### config.mk
export PLATFORM = sky130hd
export DESIGN_NAME = rob_queue_scheduler
export DESIGN_NICKNAME = d
export VERILOG_FILES = /design/src/rtl/rob_queue_scheduler_pkg.sv /design/src/rtl/rob_queue_scheduler_arb.sv /design/src/rtl/rob_queue_scheduler.sv
export SDC_FILE = /design/constraint.sdc
export NUM_CORES = 1
export LEC_CHECK = 0
export ABC_AREA = 1
export CORE_AREA = 5 5 141 143
export DETAILED_ROUTE_END_ITERATION = 6
export DIE_AREA = 0 0 146 148
export GPL_TIMING_DRIVEN = 0
export PLACE_DENSITY = 0.82
export SKIP_LAST_GASP = 1
export SYNTH_ARGS = -nofsm -noshare
export SYNTH_HDL_FRONTEND = slang
export SYNTH_SLANG_ARGS = --single-unit
### constraint.sdc
create_clock -name clk -period 6.35 [get_ports clk]
set_clock_uncertainty 0.2 [all_clocks]
set_input_delay 1.5875 -clock clk [delete_from_list [all_inputs] [get_ports clk]]
set_output_delay 1.5875 -clock clk [all_outputs]
set_load 0.02 [all_outputs]
### src/rtl/rob_queue_scheduler_pkg.sv
// Shared types and constants for the ROB queue scheduler.
// Contents: ROBQ_PAIR (entries moved per push/pop or written per cycle),
// the default widths and wb_req_t (writeback request payload).
package rob_queue_scheduler_pkg;

    localparam int unsigned ROBQ_PAIR       = 2;
    localparam int unsigned ROBQ_WIDTH      = 32;
    localparam int unsigned ROBQ_DEPTH_BITS = 4;

    // One writeback request as seen by the scheduler.
    typedef struct packed {
        logic                       valid;
        logic [ROBQ_DEPTH_BITS-1:0] idx;
        logic [ROBQ_WIDTH-1:0]      data;
    } wb_req_t;

endpackage

### src/rtl/rob_queue_scheduler_arb.sv
// Round-robin dual arbiter: picks up to two requesters per cycle, scanning
// from rr_ptr. The second pick must target a different entry than the first.
// Ports: clk, rst (async, active-high); req/idx per requester in;
// slot0_oh/slot1_oh one-hot grants out (slot0 = first in scan order).
module rr_dual_arbiter #(
    parameter int unsigned NUM_WB = 4,
    parameter int unsigned IDX_W  = 4
) (
    input  logic                          clk,
    input  logic                          rst,
    input  logic [NUM_WB-1:0]             req,
    input  logic [NUM_WB-1:0][IDX_W-1:0]  idx,
    output logic [NUM_WB-1:0]             slot0_oh,
    output logic [NUM_WB-1:0]             slot1_oh
);

    localparam int unsigned PTR_W = (NUM_WB > 1) ? $clog2(NUM_WB) : 1;

    logic [PTR_W-1:0] rr_ptr;
    logic [PTR_W-1:0] pos;
    logic [PTR_W-1:0] last;
    logic [IDX_W-1:0] idx0;
    logic             have0;
    logic             have1;

    function automatic logic [PTR_W-1:0] wrap_inc(input logic [PTR_W-1:0] p);
        return (p == PTR_W'(NUM_WB - 1)) ? '0 : p + PTR_W'(1);
    endfunction

    // Scan all requesters once, starting at rr_ptr.
    always_comb begin
        slot0_oh = '0;
        slot1_oh = '0;
        pos      = rr_ptr;
        last     = rr_ptr;
        idx0     = '0;
        have0    = 1'b0;
        have1    = 1'b0;
        for (int unsigned k = 0; k < NUM_WB; k++) begin
            if (req[pos] && !have1) begin
                if (!have0) begin
                    slot0_oh[pos] = 1'b1;
                    have0         = 1'b1;
                    idx0          = idx[pos];
                    last          = pos;
                end else if (idx[pos] != idx0) begin
                    slot1_oh[pos] = 1'b1;
                    have1         = 1'b1;
                    last          = pos;
                end
            end
            pos = wrap_inc(pos);
        end
    end

    // Pointer moves just past the last granted requester.
    always_ff @(posedge clk or posedge rst) begin
        if (rst) begin
            rr_ptr <= '0;
        end else if (have0) begin
            rr_ptr <= wrap_inc(last);
        end
    end

endmodule

### src/rtl/rob_queue_scheduler.sv
// ROB queue scheduler: per cycle pushes a dispatch pair or pops a commit pair
// (never both), with starvation override for commit, and shares the queue's
// two in-place write ports among NUM_WB writeback units round-robin.
// Ports: disp_* (dispatch handshake), commit_* (retire handshake), wb_*
// (writeback requests/grants), q_* (queue strobes/status), occupancy.
// Optional: ROBQ_PERF_CNT_EN adds perf_push, perf_pop, perf_disp_stall,
// perf_wb_conflict 32-bit wrapping event counters.
module rob_queue_scheduler
    import rob_queue_scheduler_pkg::*;
#(
    parameter int unsigned WIDTH        = 32,
    parameter int unsigned DEPTH        = 16,
    parameter int unsigned DEPTH_BITS   = 4,
    parameter int unsigned NUM_WB       = 4,
    parameter int unsigned STARVE_LIMIT = 3
) (
    input  logic                                 clk,
    input  logic                                 rst,
    input  logic                                 disp_req,
    input  logic [ROBQ_PAIR-1:0][WIDTH-1:0]      disp_data,
    output logic                                 disp_ack,
    input  logic                                 commit_req,
    output logic                                 commit_ack,
    input  logic [NUM_WB-1:0]                    wb_req,
    input  logic [NUM_WB-1:0][DEPTH_BITS-1:0]    wb_idx,
    input  logic [NUM_WB-1:0][WIDTH-1:0]         wb_data,
    output logic [NUM_WB-1:0]                    wb_grant,
    output logic                                 q_push,
    output logic                                 q_pop,
    output logic [ROBQ_PAIR-1:0][WIDTH-1:0]      q_in,
    output logic [ROBQ_PAIR-1:0][WIDTH-1:0]      q_reg_in,
    output logic [ROBQ_PAIR-1:0][DEPTH_BITS-1:0] q_reg_sel,
    output logic [ROBQ_PAIR-1:0]                 q_in_bitmask,
    input  logic                                 q_full,
    input  logic                                 q_empty,
    output logic [DEPTH_BITS:0]                  occupancy
`ifdef ROBQ_PERF_CNT_EN
    ,
    output logic [31:0]                          perf_push,
    output logic [31:0]                          perf_pop,
    output logic [31:0]                          perf_disp_stall,
    output logic [31:0]                          perf_wb_conflict
`endif
);

    localparam int unsigned         STARVE_W   = $clog2(STARVE_LIMIT + 1);
    localparam logic [DEPTH_BITS:0] OCC_MAX    = (DEPTH_BITS+1)'(DEPTH);
    localparam logic [DEPTH_BITS:0] OCC_PAIR   = (DEPTH_BITS+1)'(ROBQ_PAIR);
    localparam logic [STARVE_W-1:0] STARVE_MAX = STARVE_W'(STARVE_LIMIT);

    logic [DEPTH_BITS-1:0] tail_ptr;
    logic [DEPTH_BITS-1:0] tail_ptr_p1;
    logic [DEPTH_BITS-1:0] tail_nxt;
    logic [DEPTH_BITS:0]   occ_nxt;
    logic [STARVE_W-1:0]   starve_cnt;
    logic [STARVE_W-1:0]   starve_nxt;
    logic                  can_push;
    logic                  can_pop;
    logic                  do_push;
    logic                  do_pop;
    logic [NUM_WB-1:0]     wb_elig;
    logic [NUM_WB-1:0]     slot0_oh;
    logic [NUM_WB-1:0]     slot1_oh;

    assign tail_ptr_p1 = tail_ptr + DEPTH_BITS'(1);
    assign can_push    = (occupancy <= OCC_MAX - OCC_PAIR) && !q_full;
    assign can_pop     = (occupancy >= OCC_PAIR) && !q_empty;
    // Push has priority unless commit has waited STARVE_LIMIT cycles.
    assign do_pop  = !rst && commit_req && can_pop &&
                     (!(disp_req && can_push) || (starve_cnt == STARVE_MAX));
    assign do_push = !rst && disp_req && can_push && !do_pop;

    // Writes into the pair leaving this cycle are held off and retried.
    always_comb begin
        wb_elig = '0;
        for (int unsigned i = 0; i < NUM_WB; i++) begin
            wb_elig[i] = !rst && wb_req[i] &&
                         !(do_pop && (wb_idx[i] == tail_ptr || wb_idx[i] == tail_ptr_p1));
        end
    end

    rr_dual_arbiter #(
        .NUM_WB (NUM_WB),
        .IDX_W  (DEPTH_BITS)
    ) u_arb (
        .clk      (clk),
        .rst      (rst),
        .req      (wb_elig),
        .idx      (wb_idx),
        .slot0_oh (slot0_oh),
        .slot1_oh (slot1_oh)
    );

    // Same-cycle strobes to the queue and handshakes back to requesters.
    always_comb begin
        disp_ack     = do_push;
        commit_ack   = do_pop;
        q_push       = do_push;
        q_pop        = do_pop;
        q_in         = rst ? '0 : disp_data;
        wb_grant     = slot0_oh | slot1_oh;
        q_in_bitmask = {|slot1_oh, |slot0_oh};
        q_reg_in     = '0;
        q_reg_sel    = '0;
        for (int unsigned i = 0; i < NUM_WB; i++) begin
            if (slot0_oh[i]) begin
                q_reg_in[0]  = wb_data[i];
                q_reg_sel[0] = wb_idx[i];
            end
            if (slot1_oh[i]) begin
                q_reg_in[1]  = wb_data[i];
                q_reg_sel[1] = wb_idx[i];
            end
        end
    end

    // Next occupancy, oldest-entry pointer and commit starvation count.
    always_comb begin
        occ_nxt    = occupancy;
        tail_nxt   = tail_ptr;
        starve_nxt = '0;
        if (do_push) begin
            occ_nxt = occupancy + OCC_PAIR;
        end
        if (do_pop) begin
            occ_nxt  = occupancy - OCC_PAIR;
            tail_nxt = tail_ptr + DEPTH_BITS'(ROBQ_PAIR);
        end
        if (commit_req && !do_pop) begin
            starve_nxt = (starve_cnt == STARVE_MAX) ? starve_cnt : starve_cnt + STARVE_W'(1);
        end
    end

    always_ff @(posedge clk or posedge rst) begin
        if (rst) begin
            occupancy  <= '0;
            tail_ptr   <= '0;
            starve_cnt <= '0;
        end else begin
            occupancy  <= occ_nxt;
            tail_ptr   <= tail_nxt;
            starve_cnt <= starve_nxt;
        end
    end

`ifdef ROBQ_PERF_CNT_EN
    // Event counters, wrapping.
    always_ff @(posedge clk or posedge rst) begin
        if (rst) begin
            perf_push        <= '0;
            perf_pop         <= '0;
            perf_disp_stall  <= '0;
            perf_wb_conflict <= '0;
        end else begin
            if (do_push)                 perf_push        <= perf_push + 32'd1;
            if (do_pop)                  perf_pop         <= perf_pop + 32'd1;
            if (disp_req && !do_push)    perf_disp_stall  <= perf_disp_stall + 32'd1;
            if (|(wb_req & ~wb_grant))   perf_wb_conflict <= perf_wb_conflict + 32'd1;
        end
    end
`endif

    // Internal count must agree with the queue, and writebacks must target live entries.
    always @(posedge clk) begin
        if (!rst) begin
            assert (q_full == (occupancy == OCC_MAX));
            assert (q_empty == (occupancy == '0));
            for (int unsigned i = 0; i < NUM_WB; i++) begin
                if (wb_req[i]) begin
                    assert ({1'b0, DEPTH_BITS'(wb_idx[i] - tail_ptr)} < occupancy);
                end
            end
        end
    end

endmodule

After elaboration in Yosys (flattened, before gate mapping)
Index checks and enable logic that the tools add are counted.

cells by class
  mux-type cells = 89
  add/subtract/negate cells = 9
  magnitude comparators = 10
  reductions and logical operators = 47
  equality and inequality tests = 17
  bitwise logic cells = 6

operators by type and width
  operator               number
  $mux W32               8
  $mux W4                33
  $mux W64               1
  $bmux W4 S2            4
  $eq A4 B4 Y1           8
  $mux W2                15
  $logic_and A1 B1 Y1    28
  $or A4 B4 Y4           6
  $mux W1                18
  $lt A2 B3 Y1 const B   4
  $ne A4 B4 Y1           3
  $logic_not A1 Y1       11
  $add A2 B1 Y2 const B  5
  $eq A2 B2 Y1 const B   5
  $mux W5                2
  $bmux W1 S2            4
  $demux W1 S2           4
  $ge A2 B1 Y1 const B   4
  $reduce_or A4 Y1       2
  $add A5 B2 Y5 const B  1
  $ge A5 B2 Y1 const B   1
  $le A5 B4 Y1 const B   1
  $logic_or A1 B1 Y1     5
  $sub A5 B2 Y5 const B  1
  other kinds (4)        4

storage, ports and cells
  word-level logic and storage cells = 182
  bits in registers = 13

Longest topological paths before layout
  word-level depth = 28
  depth in mapped cells = 32
  gate-level depth less buffers = 30

Hierarchy
From an unflattened synthesis, not the netlist that was laid out.

unflattened totals
  cells, all modules = 1050
  area total of the unflattened synthesis = 5273.8 µm²

by module, submodules not included
  module               cells each  area each (µm²)  times used  seq. area each (µm²)
  rob_queue_scheduler  677         3392.0           1           225.2
  rr_dual_arbiter      373         1881.8           1           50.0

Least setup slack after synthesis
Ideal clock, no wire load.

  path kind = input to output
  from = in rst
  to = out q_reg_in[44] (netlist bit)
  slack = 0.347 ns
  stages on the path = 28
  data required time = 4.562 ns
  data arrival time = 4.216 ns
  buffers on the path = 3
  cells stage by stage = inv_2 nand2_2 nor2_4 nand2_2 nor2_8 nand2_1 nand3_2 nand3_4 nand2_4 buf_6 nand3_2 nand2_1 nand2_1 nand2_1 nor2_1 nand2_2 nand2_2 nor2_4 nor2_8 nand2_2 nand2_4 inv_2 buf_6 buf_12 nand3_2 nand2_1 nand2_1 nand2_1

RTL lines
  element      RTL line                   source
  from (decl)  rob_queue_scheduler.sv:18  input logic rst,
  to (decl)    rob_queue_scheduler.sv:31  output logic [ROBQ_PAIR-1:0][WIDTH-1:0] q_reg_in,

==> load_flow_metrics.sql <==
INSERT INTO impl_metrics (metric_group, metric, value, unit) VALUES
('outcome', 'outcome', 'finished, violations left', ''),
('outcome', 'violations', 'negative setup slack', ''),
('global_route', 'first_global_vias', '9233', ''),
('yosys', 'synth-main-ff-cell', 'dfrtp_1', ''),
('timing', 'shortest_period_the_worst_path_allows', '6.44', 'ns'),
('setup_path', 'crit_path_top_delay_cell', 'clkdlybuf4s50_1', ''),
('layout', 'multi_input_comb_area', '5030', 'um2'),
('yosys', 'gate_count_after_technology_mapping', '1180', ''),
('setup_path', 'critical_path_buf_inv_count', '6', ''),
('timing', 'max-slew-margin-rel', '66.0', '%'),
('yosys', 'async_flop_share', '100', '%'),
('floorplanning', 'top_level_ports', '369', ''),
('yosys', 'synth.largest_area_cell', 'nand2_1', ''),
('timing', 'period_share', '101', '%'),
('clock_tree', 'clock_path_buffers', '2', ''),
('floorplanning', 'fp.dieW', '146', 'um'),
('yosys', 'synth_largest_type_area_fraction', '28.9', '%'),
('layout', 'fin_nets', '1873', ''),
('timing', 'worst_hold_slack', '0.341', 'ns'),
('setup_path', 'worst_setup_path_startpoint', 'wb_req[2]', ''),
('clock_tree', 'cts_max_level', '1', ''),
('timing', 'finalSetupViolCount', '63', ''),
('yosys', 'synth.avg_cell_area', '4.86', 'um2'),
('timing', 'achievable-frequency', '0.155', 'GHz'),
('setup_path', 'slowest_delay', '0.46', 'ns'),
('setup_path', 'cpLargestDelayFamily', 'simple AND/OR/NAND/NOR gates', ''),
('timing', 'final-max-slew-violation-count', '0', ''),
('floorplanning', 'initial_utilization', '31.1', '%'),
('clock_tree', 'cts.sink_count', '11', ''),
('route', 'ant_nets', '0', ''),
('setup_path', 'timing.critical_path.from_type', 'input port', ''),
('route', 'drt-pass1-iter-count', '5', ''),
('clock_tree', 'number_of_buffers_inserted_during_clock_tree_synthesis', '3', ''),
('yosys', 'synth.ff_latch_count', '11', ''),
('floorplanning', 'dieArea', '21600', 'um2'),
('setup_path', 'end_kind', 'primary output', ''),
('hold_path', 'hold_start', 'occupancy[4]$_DFFE_PP0P_', ''),
('floorplanning', 'dieHeight', '148', 'um'),
('timing', 'setup_slack', '-0.0885', 'ns'),
('yosys', 'synth_top_cells_by_area', 'nand2_1 (29%), a21oi_1 (13%), inv_1 (11%)', ''),
('timing', 'rsz0062_at_grt', 'true', ''),
('yosys', 'top_cell_types_by_occurrence_after_synthesis', 'nand2_1 (441), inv_1 (173), a21oi_1 (148), nor2_1 (95), nand3_1 (94)', ''),
('yosys', 'yosys_warnings', '0', ''),
('route', 'remaining_drc_errors', '0', ''),
('setup_path', 'critPathMaxFanout', '7', ''),
('yosys', 'number_of_enable_flip_flop_cells_after_synthesis', '0', ''),
('floorplanning', 'std_cell_rows', '50', ''),
('setup_path', 'r2r-start', 'u_arb.rr_ptr[0]$_DFFE_PP0P_', ''),
('route', 'vias', '9793', ''),
('yosys', 'synth_area', '5730', 'um2'),
('layout', 'layout.area.seq', '275', 'um2'),
('placement', 'detailed_place_hpwl', '24700', 'um'),
('hold_path', 'hold_path.class', 'flip-flop to flip-flop', ''),
('yosys', 'synthMostInstantiatedCell', 'nand2_1', ''),
('yosys', 'synth_fp_nets', '1407', ''),
('clock_tree', 'tritoncts_clock_tree', 'yes', ''),
('clock_tree', 'path_clk_slew', '0.04', 'ns'),
('placement', 'buffer_ports.inserted', '367', ''),
('global_route', 'grt.overflow.total', '0', ''),
('clock_tree', 'worstSkewPairLatency', '0.24', 'ns'),
('clock_tree', 'ctsRootBufferMaster', 'clkbuf_16', ''),
('timing', 'tightestPinTransition', '0.510', 'ns'),
('yosys', 'count_of_unique_library_cells_instantiated_by_yosys', '38', ''),
('layout', 'post_route_cells_drive_above_1_share', '26.3', '%'),
('global_route', 'antenna_violations_before_repair', '2', ''),
('placement', 'place.gp.congestion', '0.961', ''),
('route', 'avgRoutedWirePerCell', '17.8', 'um'),
('timing', 'report.final.hold_viol_count', '0', ''),
('yosys', 'synth_seq_area_share', '4.80', '%'),
('setup_path', 'crit_type', 'input port to primary output', ''),
('route', 'detail_route.wirelength', '33400', 'um');
-- layout by cell type, fill, tap and decap left out, types with 10 or more instances in the layout --
cell,Yosys,routed
o21ai_0,35,26
buf_2,36,29
nand2_2,16,45
nor2_4,2,11
buf_12,2,10
clkbuf_1,18,10
inv_1,173,162
buf_6,6,61
buf_4,6,108
nand2_1,441,396
nor2_1,95,80
nand3_4,2,18
a21oi_1,148,132
clkdlybuf4s50_1,0,270
nand3_1,94,79
a21oi_2,1,16
dfrtp_1,11,11
clkbuf_2,0,12
nand2_4,6,22
nand3_2,30,31
inv_2,7,14
-- cell families (layout without fill, tap and decap cells) --
| kind of cell | count (synthesis) | count (layout) | share of synthesized area [%] |
|---|---|---|---|
| xor+xnor | 12 | 12 | 1.83 |
| buf+inv | 249 | 711 | 18.8 |
| compound gates | 196 | 196 | 17.9 |
| other cells | 1 | 4 | 0.0654 |
| fa+ha+maj | 9 | 9 | 1.96 |
| simple gates | 702 | 705 | 54.6 |
| flops | 11 | 11 | 4.80 |
-- registers in the layout, indices dropped and copies added (netlist names) --
register	cells
u_arb.rr_ptr	2
occupancy	4
starve_cnt	2
tail_ptr	3
-- final timing paths --
check,to,cells past startpoint
max in group asynchronous,occupancy[4]$_DFFE_PP0P_,3
min,occupancy[4]$_DFFE_PP0P_,1
max reg2reg,u_arb.rr_ptr[1]$_DFFE_PP0P_,45
min in group asynchronous,occupancy[1]$_DFFE_PP0P_,3
min reg2reg,occupancy[4]$_DFFE_PP0P_,1
max,q_reg_in[14],27
-- what timing repair did --
action / in CTS / in global routing
endpoints found under the setup margin: 78 / 80
hold buffers: 0 / 0
pin swaps: 26 / 71
setup buffers: 60 / 29
resized for setup: 495 / 265
cloned: 5 / 6
-- layout make-up --
class	count	area share, %
inverter	181	6.18
clock buffer	4	0.687
tap	234	2.55
multi-input combinational	923	43.9
sequential	11	2.40
antenna	3	0.0654
buffer	65	5.21
timing repair buffer	461	39.0
-- through the flow --
step	cell area [um2]	utilization, %	cells	setup slack (ns)
2_1_floorplan	5730	-	1180	0.347
3_3_place_gp	9700	52.6	1781	-1.44
3_5_place_dp	9700	52.6	1781	-1.53
4_1_cts	10500	56.6	1849	-0.0279
5_1_grt	11500	62.1	1881	-0.256
6_report	11500	62.2	1882	-0.0885
-- routing by layer --
metal | GRT usage [%] | up-vias | part of all wire (%)
met5 | 0 | - | 0
met4 | 7.81 | 0 | 4.5
met3 | 4.78 | 111 | 9.3
met2 | 51.8 | 570 | 51
met1 | 29.8 | 4481 | 36
li1 | - | 4631 | -
Power is left out: the tool's default activity adds up to more than one toggle a clock period on the data nets, which glitch-free logic cannot reach.
